--- config.mk ---
export PLATFORM = sky130hd
export DESIGN_NAME = clk_meas_sched_flat
export DESIGN_NICKNAME = d
export VERILOG_FILES = /design/src/rtl/clk_meas_pkg.sv /design/src/rtl/clk_meas_sched_if.sv /design/src/rtl/clk_hilo_counter.sv /design/src/rtl/clk_meas_sched.sv /design/src/flat_wrapper.sv
export SDC_FILE = /design/constraint.sdc
export NUM_CORES = 1
export LEC_CHECK = 0
export BUFFER_PORTS_ARGS = -buffer_cell sky130_fd_sc_hd__clkbuf_2
export CAP_MARGIN = 15
export CORE_MARGIN = 3
export CORE_UTILIZATION = 57
export CTS_CLUSTER_DIAMETER = 50
export DETAILED_ROUTE_END_ITERATION = 12
export HOLD_SLACK_MARGIN = 0.08
export MAX_ROUTING_LAYER = met4
export PLACE_DENSITY = 0.86
export SETUP_SLACK_MARGIN = 0.4
export SLEW_MARGIN = 20
export SYNTH_ARGS = -nofsm -noshare
export SYNTH_HDL_FRONTEND = slang
export SYNTH_HIERARCHICAL = 1
export SYNTH_SLANG_ARGS = --single-unit
--- constraint.sdc ---
create_clock -name clk_fst -period 3.9 [get_ports clk_fst]
set_clock_uncertainty 0.1 [all_clocks]
set_input_delay 0.39 -clock clk_fst [delete_from_list [all_inputs] [get_ports clk_fst]]
set_output_delay 0.39 -clock clk_fst [all_outputs]
set_load 0.05 [all_outputs]
--- src/rtl/clk_meas_pkg.sv ---
// Shared types and helpers for the slow-clock measurement scheduler.
package clk_meas_pkg;
  localparam int CNT_W = 16;
  localparam int ACC_W = CNT_W + 4;

  typedef enum logic [2:0] {
    ST_IDLE, ST_SELECT, ST_SETTLE, ST_MEASURE, ST_REPORT
  } state_t;

  function automatic logic [CNT_W-1:0] sat_add(input logic [CNT_W-1:0] a,
                                               input logic [CNT_W-1:0] b);
    logic [CNT_W:0] s;
    s = {1'b0, a} + {1'b0, b};
    return s[CNT_W] ? {CNT_W{1'b1}} : s[CNT_W-1:0];
  endfunction

  function automatic logic [CNT_W-1:0] sat_narrow(input logic [ACC_W-1:0] v);
    return (|v[ACC_W-1:CNT_W]) ? {CNT_W{1'b1}} : v[CNT_W-1:0];
  endfunction
endpackage

--- src/rtl/clk_meas_sched_if.sv ---
// Result channel of the measurement scheduler: valid/ready plus payload.
interface clk_meas_sched_if;
  import clk_meas_pkg::*;
  logic             res_valid;
  logic             res_ready;
  logic [3:0]       res_ch;
  logic [CNT_W-1:0] res_ht;
  logic [CNT_W-1:0] res_lt;
  logic             res_timeout;

  modport master (output res_valid, res_ch, res_ht, res_lt, res_timeout, input res_ready);
  modport slave  (input res_valid, res_ch, res_ht, res_lt, res_timeout, output res_ready);
endinterface

--- src/rtl/clk_hilo_counter.sv ---
// Per-period high/low cycle counter on a synchronized slow-clock sample.
module clk_hilo_counter
  import clk_meas_pkg::*;
(
  input  logic             clk_fst,
  input  logic             reset_n,
  input  logic             smp,
  input  logic             clr,
  output logic             period_done,
  output logic             rise,
  output logic [CNT_W-1:0] ht,
  output logic [CNT_W-1:0] lt
);
  logic             prev, armed, lo_seen, fall;
  logic [CNT_W-1:0] ht_cnt, lt_cnt;

  assign rise        = smp & ~prev;
  assign fall        = ~smp & prev;
  assign period_done = rise & armed & lo_seen;
  assign ht          = ht_cnt;
  assign lt          = lt_cnt;

  // prev is forced high on clear so a mux switch can never fake a rising edge
  always_ff @(posedge clk_fst) begin
    if (!reset_n || clr) begin
      prev    <= 1'b1;
      armed   <= 1'b0;
      lo_seen <= 1'b0;
      ht_cnt  <= '0;
      lt_cnt  <= '0;
    end else begin
      prev <= smp;
      if (rise) begin
        armed   <= 1'b1;
        lo_seen <= 1'b0;
        ht_cnt  <= CNT_W'(1);
        lt_cnt  <= '0;
      end else if (fall && armed) begin
        lo_seen <= 1'b1;
        lt_cnt  <= CNT_W'(1);
      end else if (armed && smp && !lo_seen) begin
        ht_cnt <= sat_add(ht_cnt, CNT_W'(1));
      end else if (armed && !smp && lo_seen) begin
        lt_cnt <= sat_add(lt_cnt, CNT_W'(1));
      end
    end
  end
endmodule

--- src/rtl/clk_meas_sched.sv ---
// Scans masked slow clocks one at a time through a shared high/low counter.
module clk_meas_sched
  import clk_meas_pkg::*;
#(
  parameter int N_CH           = 4,
  parameter int SETTLE_PERIODS = 2,
  parameter int AVG_LOG2       = 2,
  parameter int TIMEOUT        = 65535
) (
  input  logic            clk_fst,
  input  logic            reset_n,
  input  logic [N_CH-1:0] clk_slw_in,
  input  logic            start,
  input  logic [N_CH-1:0] ch_mask,
  input  logic            continuous,
  output logic            busy,
  output logic            done,
  clk_meas_sched_if.master res
);
  localparam int              AVG_N    = 1 << AVG_LOG2;
  localparam int              TO_W     = $clog2(TIMEOUT + 1);
  localparam int              PC_W     = 16;
  localparam logic [TO_W-1:0] TO_LAST  = TO_W'(TIMEOUT - 1);
  localparam logic [PC_W-1:0] SET_LAST = PC_W'(SETTLE_PERIODS - 1);
  localparam logic [PC_W-1:0] AVG_LAST = PC_W'(AVG_N - 1);

  state_t           state, state_n;
  logic [N_CH-1:0]  sync1, sync2, mask_q;
  logic [15:0]      sync_pad;
  logic [3:0]       ch_idx, ch_n, lo_idx_m, lo_idx_q, nxt_idx;
  logic             has_nxt, smp_q, done_n, counting, tmo, meas_fin;
  logic             period_done, rise;
  logic [CNT_W-1:0] ht, lt;
  logic [TO_W-1:0]  to_cnt;
  logic [PC_W-1:0]  per_cnt;
  logic [ACC_W-1:0] sum_ht, sum_lt, acc_ht, acc_lt;

  clk_hilo_counter u_cnt (
    .clk_fst, .reset_n, .smp(smp_q), .clr(state == ST_SELECT),
    .period_done, .rise, .ht, .lt
  );

  assign sync_pad      = 16'(sync2);
  assign busy          = (state != ST_IDLE);
  assign res.res_valid = (state == ST_REPORT);
  assign res.res_ch    = ch_idx;
  assign counting      = (state == ST_SETTLE) || (state == ST_MEASURE);
  // an edge landing on the terminal count wins over the timeout
  assign tmo           = counting && (to_cnt == TO_LAST) && !rise;
  assign meas_fin      = (state == ST_MEASURE) && period_done && (per_cnt == AVG_LAST);
  assign acc_ht        = sum_ht + ACC_W'(ht);
  assign acc_lt        = sum_lt + ACC_W'(lt);

  // lowest set bit of the new and latched masks, and next set bit above ch_idx
  always_comb begin
    lo_idx_m = '0;
    lo_idx_q = '0;
    nxt_idx  = '0;
    has_nxt  = 1'b0;
    for (int i = N_CH - 1; i >= 0; i--) begin
      if (ch_mask[i]) lo_idx_m = 4'(i);
      if (mask_q[i])  lo_idx_q = 4'(i);
      if (mask_q[i] && (4'(i) > ch_idx)) begin
        has_nxt = 1'b1;
        nxt_idx = 4'(i);
      end
    end
  end

  always_comb begin
    state_n = state;
    ch_n    = ch_idx;
    done_n  = 1'b0;
    case (state)
      ST_IDLE:
        if (start) begin
          if (|ch_mask) begin
            state_n = ST_SELECT;
            ch_n    = lo_idx_m;
          end else begin
            done_n = 1'b1;
          end
        end
      ST_SELECT: state_n = (SETTLE_PERIODS == 0) ? ST_MEASURE : ST_SETTLE;
      ST_SETTLE:
        if (period_done && (per_cnt == SET_LAST)) state_n = ST_MEASURE;
        else if (tmo)                             state_n = ST_REPORT;
      ST_MEASURE:
        if (meas_fin || tmo) state_n = ST_REPORT;
      ST_REPORT:
        if (res.res_ready) begin
          if (has_nxt) begin
            state_n = ST_SELECT;
            ch_n    = nxt_idx;
          end else if (continuous) begin
            state_n = ST_SELECT;
            ch_n    = lo_idx_q;
          end else begin
            state_n = ST_IDLE;
            done_n  = 1'b1;
          end
        end
      default: state_n = ST_IDLE;
    endcase
  end

  always_ff @(posedge clk_fst) begin
    if (!reset_n) begin
      state           <= ST_IDLE;
      sync1           <= '0;
      sync2           <= '0;
      mask_q          <= '0;
      ch_idx          <= '0;
      smp_q           <= 1'b0;
      done            <= 1'b0;
      to_cnt          <= '0;
      per_cnt         <= '0;
      sum_ht          <= '0;
      sum_lt          <= '0;
      res.res_ht      <= '0;
      res.res_lt      <= '0;
      res.res_timeout <= 1'b0;
    end else begin
      state  <= state_n;
      sync1  <= clk_slw_in;
      sync2  <= sync1;
      ch_idx <= ch_n;
      smp_q  <= sync_pad[ch_idx];
      done   <= done_n;
      if (state == ST_IDLE && start) mask_q <= ch_mask;

      if (state == ST_SELECT || rise) to_cnt <= '0;
      else if (counting)              to_cnt <= to_cnt + TO_W'(1);

      if (state == ST_SELECT || (state == ST_SETTLE && state_n == ST_MEASURE)) per_cnt <= '0;
      else if (period_done)                                                   per_cnt <= per_cnt + PC_W'(1);

      if (state == ST_SELECT) begin
        sum_ht <= '0;
        sum_lt <= '0;
      end else if (state == ST_MEASURE && period_done) begin
        sum_ht <= acc_ht;
        sum_lt <= acc_lt;
      end

      if (meas_fin) begin
        res.res_ht      <= sat_narrow(acc_ht >> AVG_LOG2);
        res.res_lt      <= sat_narrow(acc_lt >> AVG_LOG2);
        res.res_timeout <= 1'b0;
      end else if (tmo) begin
        res.res_ht      <= '0;
        res.res_lt      <= '0;
        res.res_timeout <= 1'b1;
      end
    end
  end
endmodule

--- src/flat_wrapper.sv ---
// flat-port wrapper written by rule: the top's interface ports become plain ports
module clk_meas_sched_flat import clk_meas_pkg::*;
#(
  parameter int N_CH           = 4,
  parameter int SETTLE_PERIODS = 2,
  parameter int AVG_LOG2       = 2,
  parameter int TIMEOUT        = 65535
)
  (clk_fst, reset_n, clk_slw_in, start, ch_mask, continuous, busy, done, res_res_valid, res_res_ch, res_res_ht, res_res_lt, res_res_timeout, res_res_ready);
  clk_meas_sched_if res_i ();
  input  logic clk_fst;
  input  logic reset_n;
  input  logic [N_CH-1:0] clk_slw_in;
  input  logic start;
  input  logic [N_CH-1:0] ch_mask;
  input  logic continuous;
  output logic busy;
  output logic done;
  output wire logic [$bits(res_i.res_valid)-1:0] res_res_valid;
  output wire logic [$bits(res_i.res_ch)-1:0] res_res_ch;
  output wire logic [$bits(res_i.res_ht)-1:0] res_res_ht;
  output wire logic [$bits(res_i.res_lt)-1:0] res_res_lt;
  output wire logic [$bits(res_i.res_timeout)-1:0] res_res_timeout;
  input wire logic [$bits(res_i.res_ready)-1:0] res_res_ready;
  assign res_res_valid = res_i.res_valid;
  assign res_res_ch = res_i.res_ch;
  assign res_res_ht = res_i.res_ht;
  assign res_res_lt = res_i.res_lt;
  assign res_res_timeout = res_i.res_timeout;
  assign res_i.res_ready = res_res_ready;
  clk_meas_sched #(.N_CH(N_CH), .SETTLE_PERIODS(SETTLE_PERIODS), .AVG_LOG2(AVG_LOG2), .TIMEOUT(TIMEOUT)) u_core (.clk_fst(clk_fst), .reset_n(reset_n), .clk_slw_in(clk_slw_in), .start(start), .ch_mask(ch_mask), .continuous(continuous), .busy(busy), .done(done), .res(res_i));
endmodule
## After elaboration in Yosys (flattened, before gate mapping)

Index checks and enable logic that the tools add are counted.

- Add/sub/neg operators: 6
- Multiply operators: 0
- Order comparisons: 5
- Bitwise logic cells: 9
- Reduce and logical (&&, ||, !) cells: 45
- Shift operators: 0
- Div/mod/pow operators: 0
- Eq/ne operators: 14
- Multiplexer cells: 52

Operators by type and width:

| kind | count |
|---|---|
| 16-bit two-way mux | 7 |
| 4-bit two-way mux | 11 |
| 20-bit by 16-bit adder with 20-bit output | 2 |
| 16-bit by 1-bit adder with 17-bit output (second input constant) | 2 |
| 16-bit by 1-bit adder with 16-bit output (second input constant) | 2 |
| 3-bit two-way mux | 7 |
| 1-bit two-way mux | 17 |
| 16-bit by 1-bit equality test with 1-bit output (second input constant) | 1 |
| 16-bit equality test (second input constant) | 1 |
| 16-bit by 2-bit equality test with 1-bit output (second input constant) | 1 |
| 1-bit logical AND | 16 |
| 3-bit one-hot mux with 5 select lines | 1 |
| 2-bit OR reduction | 7 |
| 2-bit two-way mux | 6 |
| 3-bit by 2-bit equality test with 1-bit output (second input constant) | 3 |
| 1-bit by 4-bit > comparator with 1-bit output (first input constant) | 2 |
| 2-bit by 4-bit > comparator with 1-bit output (first input constant) | 2 |
| 4-bit one-hot mux with 2 select lines | 1 |
| 2-bit AND reduction | 4 |
| 2-bit nonzero test | 4 |
| 2-bit by 1-bit != test with 1-bit output (second input constant) | 3 |
| 1-bit logical OR | 5 |
| 4-bit by 5-bit less-than comparator with 1-bit output (second input constant) | 1 |
| 1-bit NOT | 5 |
| other kinds (13) | 20 |

- Memory bits (read-only): 0
- Input port bits: 13
- Logic and storage cells: 152
- Bits in writable memories: 0
- Latch bits: 0
- Flip-flop bits (word level): 161
- Output and inout port bits: 40
- Memories kept: 0

## Logic depth before layout (Yosys ltp)

- Word-level depth: 13
- Mapped depth: 12
- Mapped depth without buffers: 11

## Modules after synthesis

The synthesis kept the hierarchy.

By module, submodules not included:

| module | cells an instance | area each (um2) | seq. area each (um2) | times used |
|---|---|---|---|---|
| clk_meas_sched | 818 | 6628.9 | 2482.4 | 1 |
| clk_hilo_counter | 199 | 1775.5 | 700.7 | 1 |

## Worst setup path before layout

Ideal clock, no wire load.

- Kind: reg2reg
- Start: register u_core.u_cnt.lt_cnt[0], in the netlist u_core/u_cnt/lt[0]
- End: register u_core.res.res_lt[11]
- Arrival: 2896 ps
- Cell stages (with the launch flop): 13
- Required time: 3679 ps
- Library setup time: 121 ps
- Period minus slack after synthesis: 3117 ps
- Slack: 783 ps
- Buffers on the path: 1
- Cells stage by stage: dfxtp_1 ha_1 inv_1 fa_1 nor2b_1 o2111ai_1 a21oi_1 a211oi_1 o31a_1 or4b_2 o311ai_4 buf_6 a21oi_1

- Longest elaborated chain between the ends: 4

Ends and longest elaborated chain:

| item | RTL line | RTL |
|---|---|---|
| from (decl) | clk_hilo_counter.sv:15 | `logic [CNT_W-1:0] ht_cnt, lt_cnt;` |
| from (signal assigned) | clk_hilo_counter.sv:44 | `lt_cnt <= sat_add(lt_cnt, CNT_W'(1));` |
| 20-bit by 16-bit adder with 20-bit output (*) | clk_meas_sched.sv:52 | `assign acc_lt = sum_lt + ACC_W'(lt);` |
| 2-bit OR reduction | clk_meas_pkg.sv:18 | `return (\|v[ACC_W-1:CNT_W]) ? {CNT_W{1'b1}} : v[CNT_W-1:0];` |
| 16-bit two-way mux (*) | clk_meas_pkg.sv:18 |  |
| 16-bit two-way mux (*) | clk_meas_sched.sv:146 | `if (meas_fin) begin` |
| to (signal assigned) | clk_meas_sched.sv:148 | `res.res_lt <= sat_narrow(acc_lt >> AVG_LOG2);` |
| to (decl) | clk_meas_sched_if.sv:11 | `modport master (output res_valid, res_ch, res_ht, res_lt, res_timeout, input res_ready);` |

Mark *: on every way between the ends. The rest lies on a longest branch, timed or not.
A chain may end at the register's enable or synchronous reset.

## Final worst setup path

- Start: register u_core.u_cnt.lt_cnt[0], in the netlist u_core/u_cnt/lt[0]
- End: register u_core.res.res_lt[13]

The elaborated chain is that of the path after synthesis.

==> impl_metrics.yaml <==
outcome:
  outcome: "finished clean"
detailed_routing:
  drt-total-wl_um: 19200
  drt.antenna.violating_nets: 0
  drc: 0
  via_per_inst: 5.87
  wl_per_cell_um: 15.4
  drtIter0Drc: 710
  drt_first_pass_iters: 5
  via_count: 7309
timing:
  slew_viol_final: 0
  setup_viol: 0
  rsz0062_at_grt: "no"
  tightest_slew_ns: 0.843
  slew_headroom_pct: 43.7
  finalWorstSetupSlack_ns: 0.617
  hold_viol_final: 0
  timing.final.crit_share_pct: 84.2
  finalCriticalPeriod_ns: 3.28
  tns_ns: 0
  clock.fmax_ghz: 0.305
power_and_ir_drop:
  p_total_mw: 3.47
  peakVddDrop_uv: 337
  p_leak_nw: 3.93
  p_per_area_nw_per_um2: 370
floorplan:
  fp.dieW_um: 127
  io_pins: 53
  start_util_pct: 59.4
  die_y_um: 127
  row_count: 43
  die_area_sq_um: 16200
  core_area_sq_um: 14100
critical_path:
  r2r_slack_ns: 0.62
  critPathMaxStageDelay_ns: 0.70
  crit_type: "reg2reg"
  worstSetupEndpointType: "flip-flop"
  critPathBufInv: 1
  startpoint_type: "flip-flop"
  critPathMaxFanout: 16
  crit_chain: "ha_1 -> inv_1 -> fa_1 -> nor2b_1 -> o2111ai_1 -> a21oi_1 -> a211oi_1 -> o31a_1 -> or4b_2 -> o311ai_4 -> a21oi_1"
  cp_common_cell: "a21oi_1"
  cpLargestDelayFamily: "compound AO/OA/AOI/OAI gates"
  slowest_stage: "or4b_2"
  cp.arrival_ns: 3.47
  cp_data_required_time_ns: 4.09
grt:
  met3_usage_pct: 5.02
  grt_max_degree: 46
  grt_pass1_wl_um: 32600
  use_met1_pct: 31.7
  busiest_layer: "met2"
  overflow: 0
  grt_use_total_pct: 25.0
  grt_use_met2_pct: 40.1
  grt_pass1_vias: 6962
  antenna_found_initial: 0
cts:
  cts_buffers: 17
  cts.clk_slew.worst_paths_ns: 0.07
  root_buffer: "clkbuf_16"
  clock_path_buffers: 2
  htreeDepth: 4
  clock_latency_ns: 0.43
  cts_tree: "built"
  cts_sinks: 159
synthesis:
  synth_edf_count: 0
  synthMuxAreaShare_pct: 0.863
  synth_compound_area_share_pct: 18.0
  synth.avg_cell_area_sq_um: 8.26
  synth-xor-area-share_pct: 8.34
  synthTopCellsByArea: "dfxtp_1 38%, nand2_1 7.7%, ha_1 5.7%, a21oi_1 5.1%, xor2_1 4.5%"
  synthesis.area_sq_um: 8400
  netlist_instances: 1017
  synth-simple-area-share_pct: 25.2
  async_flop_share_pct: 0
  synth_ff_type: "dfxtp_1"
  ys_ff_latch: 159
  yosysWarnings: 6
  synth_top_area_share_pct: 37.9
  synth_top_family_by_area: "simple AND/OR/NAND/NOR gates"
  synthAdderAreaFrac_pct: 6.13
  synth_cell_type_count: 70
  ys_seq_area_share_pct: 37.9
  yosysTopAreaCell: "dfxtp_1"
place:
  portBuffers: 50
  hpwl_um: 12900
  dp_slack_ns: 0.568
  gp_congestion: 0.902
worst_hold_path:
  hp-class: "in2reg"
flow_run:
  drv_cap: 0
finish:
  syn2layout_area_growth_pct: 11.7
  diodes: 0
  layout.nets: 1105
  drive_gt1_share_pct: 11.6
==> report_power, final <==
part	leakage, nW	internal [mW]	switching, mW
logic	2.35	0.0441	0.0889
clock network	0.290	0.999	0.684
registers	1.28	1.64	0.0192
total	3.93	2.68	0.792
==> cells in the mapped netlist, drive strengths merged (3+ instances only) <==
| library cell | count |
|---|---|
| a211oi | 15 |
| a21o | 15 |
| a21oi | 94 |
| a31oi | 11 |
| and2 | 17 |
| and3 | 18 |
| and4 | 8 |
| buf | 9 |
| clkbuf | 41 |
| dfxtp | 159 |
| ha | 38 |
| inv | 21 |
| mux2i | 5 |
| nand2 | 172 |
| nand2b | 7 |
| nand3 | 23 |
| nand3b | 5 |
| nand4 | 17 |
| nor2 | 86 |
| nor2b | 20 |
| nor3 | 17 |
| nor4 | 13 |
| o211a | 3 |
| o211ai | 8 |
| o21a | 6 |
| o21ai | 31 |
| o21bai | 5 |
| o22ai | 4 |
| o311a | 16 |
| or2 | 6 |
| or3 | 11 |
| or4b | 3 |
| xnor2 | 37 |
| xor2 | 43 |
==> worst paths after layout <==
check | startpoint | end | cells past startpoint
min reg2reg | u_core/sync1[0]$_SDFF_PN0_ | u_core/sync2[0]$_SDFF_PN0_ | 1
min | ch_mask[0] | u_core/mask_q[0]$_SDFFE_PN0P_ | 3
max | u_core/u_cnt/lt[0]$_SDFFE_PP0P_ | u_core/res.res_lt[13]$_SDFFE_PN0P_ | 11
max reg2reg | u_core/u_cnt/lt[0]$_SDFFE_PP0P_ | u_core/res.res_lt[13]$_SDFFE_PN0P_ | 11
==> layer usage <==
| metal | share of wire, % | vias up |
|---|---|---|
| li1 | - | 3649 |
| met1 | 45 | 3406 |
| met2 | 47 | 213 |
| met3 | 5.8 | 41 |
| met4 | 2.0 | 0 |
| met5 | 0 | - |
==> state kept, by name (all words and copies together), names as in the netlist, 2 cells and up <==
| name | cells |
|---|---|
| u_core/sum_lt | 20 |
| u_core/u_cnt/ht | 16 |
| u_core/mask_q | 4 |
| u_core/u_cnt/lt | 16 |
| u_core/res.res_ht | 16 |
| u_core/sum_ht | 20 |
| u_core/res.res_ch | 2 |
| u_core/state | 3 |
| u_core/per_cnt | 16 |
| u_core/res.res_lt | 16 |
| u_core/sync2 | 4 |
| u_core/to_cnt | 16 |
| u_core/sync1 | 4 |
==> cells by family after synthesis <==
group,count (synthesis)
AO/OA/AOI/OAI,228
AND/OR/NAND/NOR,432
multiplexers,6
flip-flops,159
XOR/XNOR,80
buffers and inverters,71
other,1
adder cells (fa/ha/maj),40
==> repair_timing <==
item                                   in CTS  in global routing
resized for setup                           0                  1
setup endpoints to repair                   0                 32
endpoints found under the hold margin       4                  0
hold buffers                                4                  0
buffers inserted                            0                  1
==> per-stage QoR <==
stage               cell area [sq um]  util [%]  cells  hold slack [ns]
floorplan                        8410         -   1018            0.312
global placement                 8740      61.8   1208            0.313
detailed placement               8740      61.8   1208            0.326
CTS                              9380      66.3   1244            0.163
global route                     9390      66.4   1245            0.207
finish                           9390      66.4   1245            0.181
==> cell usage in the layout (no fill, tap or decap), types with 4 or more instances in the layout <==
cell type      count
a211oi_1          15
or3_1             11
o211ai_1           7
or2_2              6
nand3b_1           5
and2_1            17
and3_1            17
a31oi_1           10
mux2i_1            5
nand3_1           21
buf_4             11
inv_1             21
xnor2_1           37
o21bai_1           5
xor2_1            43
nor2_1            86
a21oi_2            9
o22ai_1            4
nor2b_1           20
o311a_1           16
dfxtp_1          159
a21oi_1           85
a21o_1            15
nand2b_1           7
nor4_1            11
and4_1             7
clkbuf_2          50
clkbuf_16         17
dlygate4sd3_1      4
o21a_1             6
nand4_1           17
o21ai_0           31
nand2_1          172
ha_1              38
nor3_1            17
==> worst min-delay path: cells and delay by family <==
family,cells,cell delay (ns)
buffers and inverters,1,0.12
multiplexers,1,0.07
AND/OR/NAND/NOR,1,0.09
==> layout make-up <==
cell class / count / area (sq um)
multi-input cells: 788 / 4930
fillers: 1113 / 4760
flip-flops and latches: 159 / 3180
clock buffers: 21 / 470
repair buffers: 65 / 373
well taps: 180 / 225
clock inverters: 11 / 129
inverters: 21 / 78.8
(Power assumes the default switching activity.)
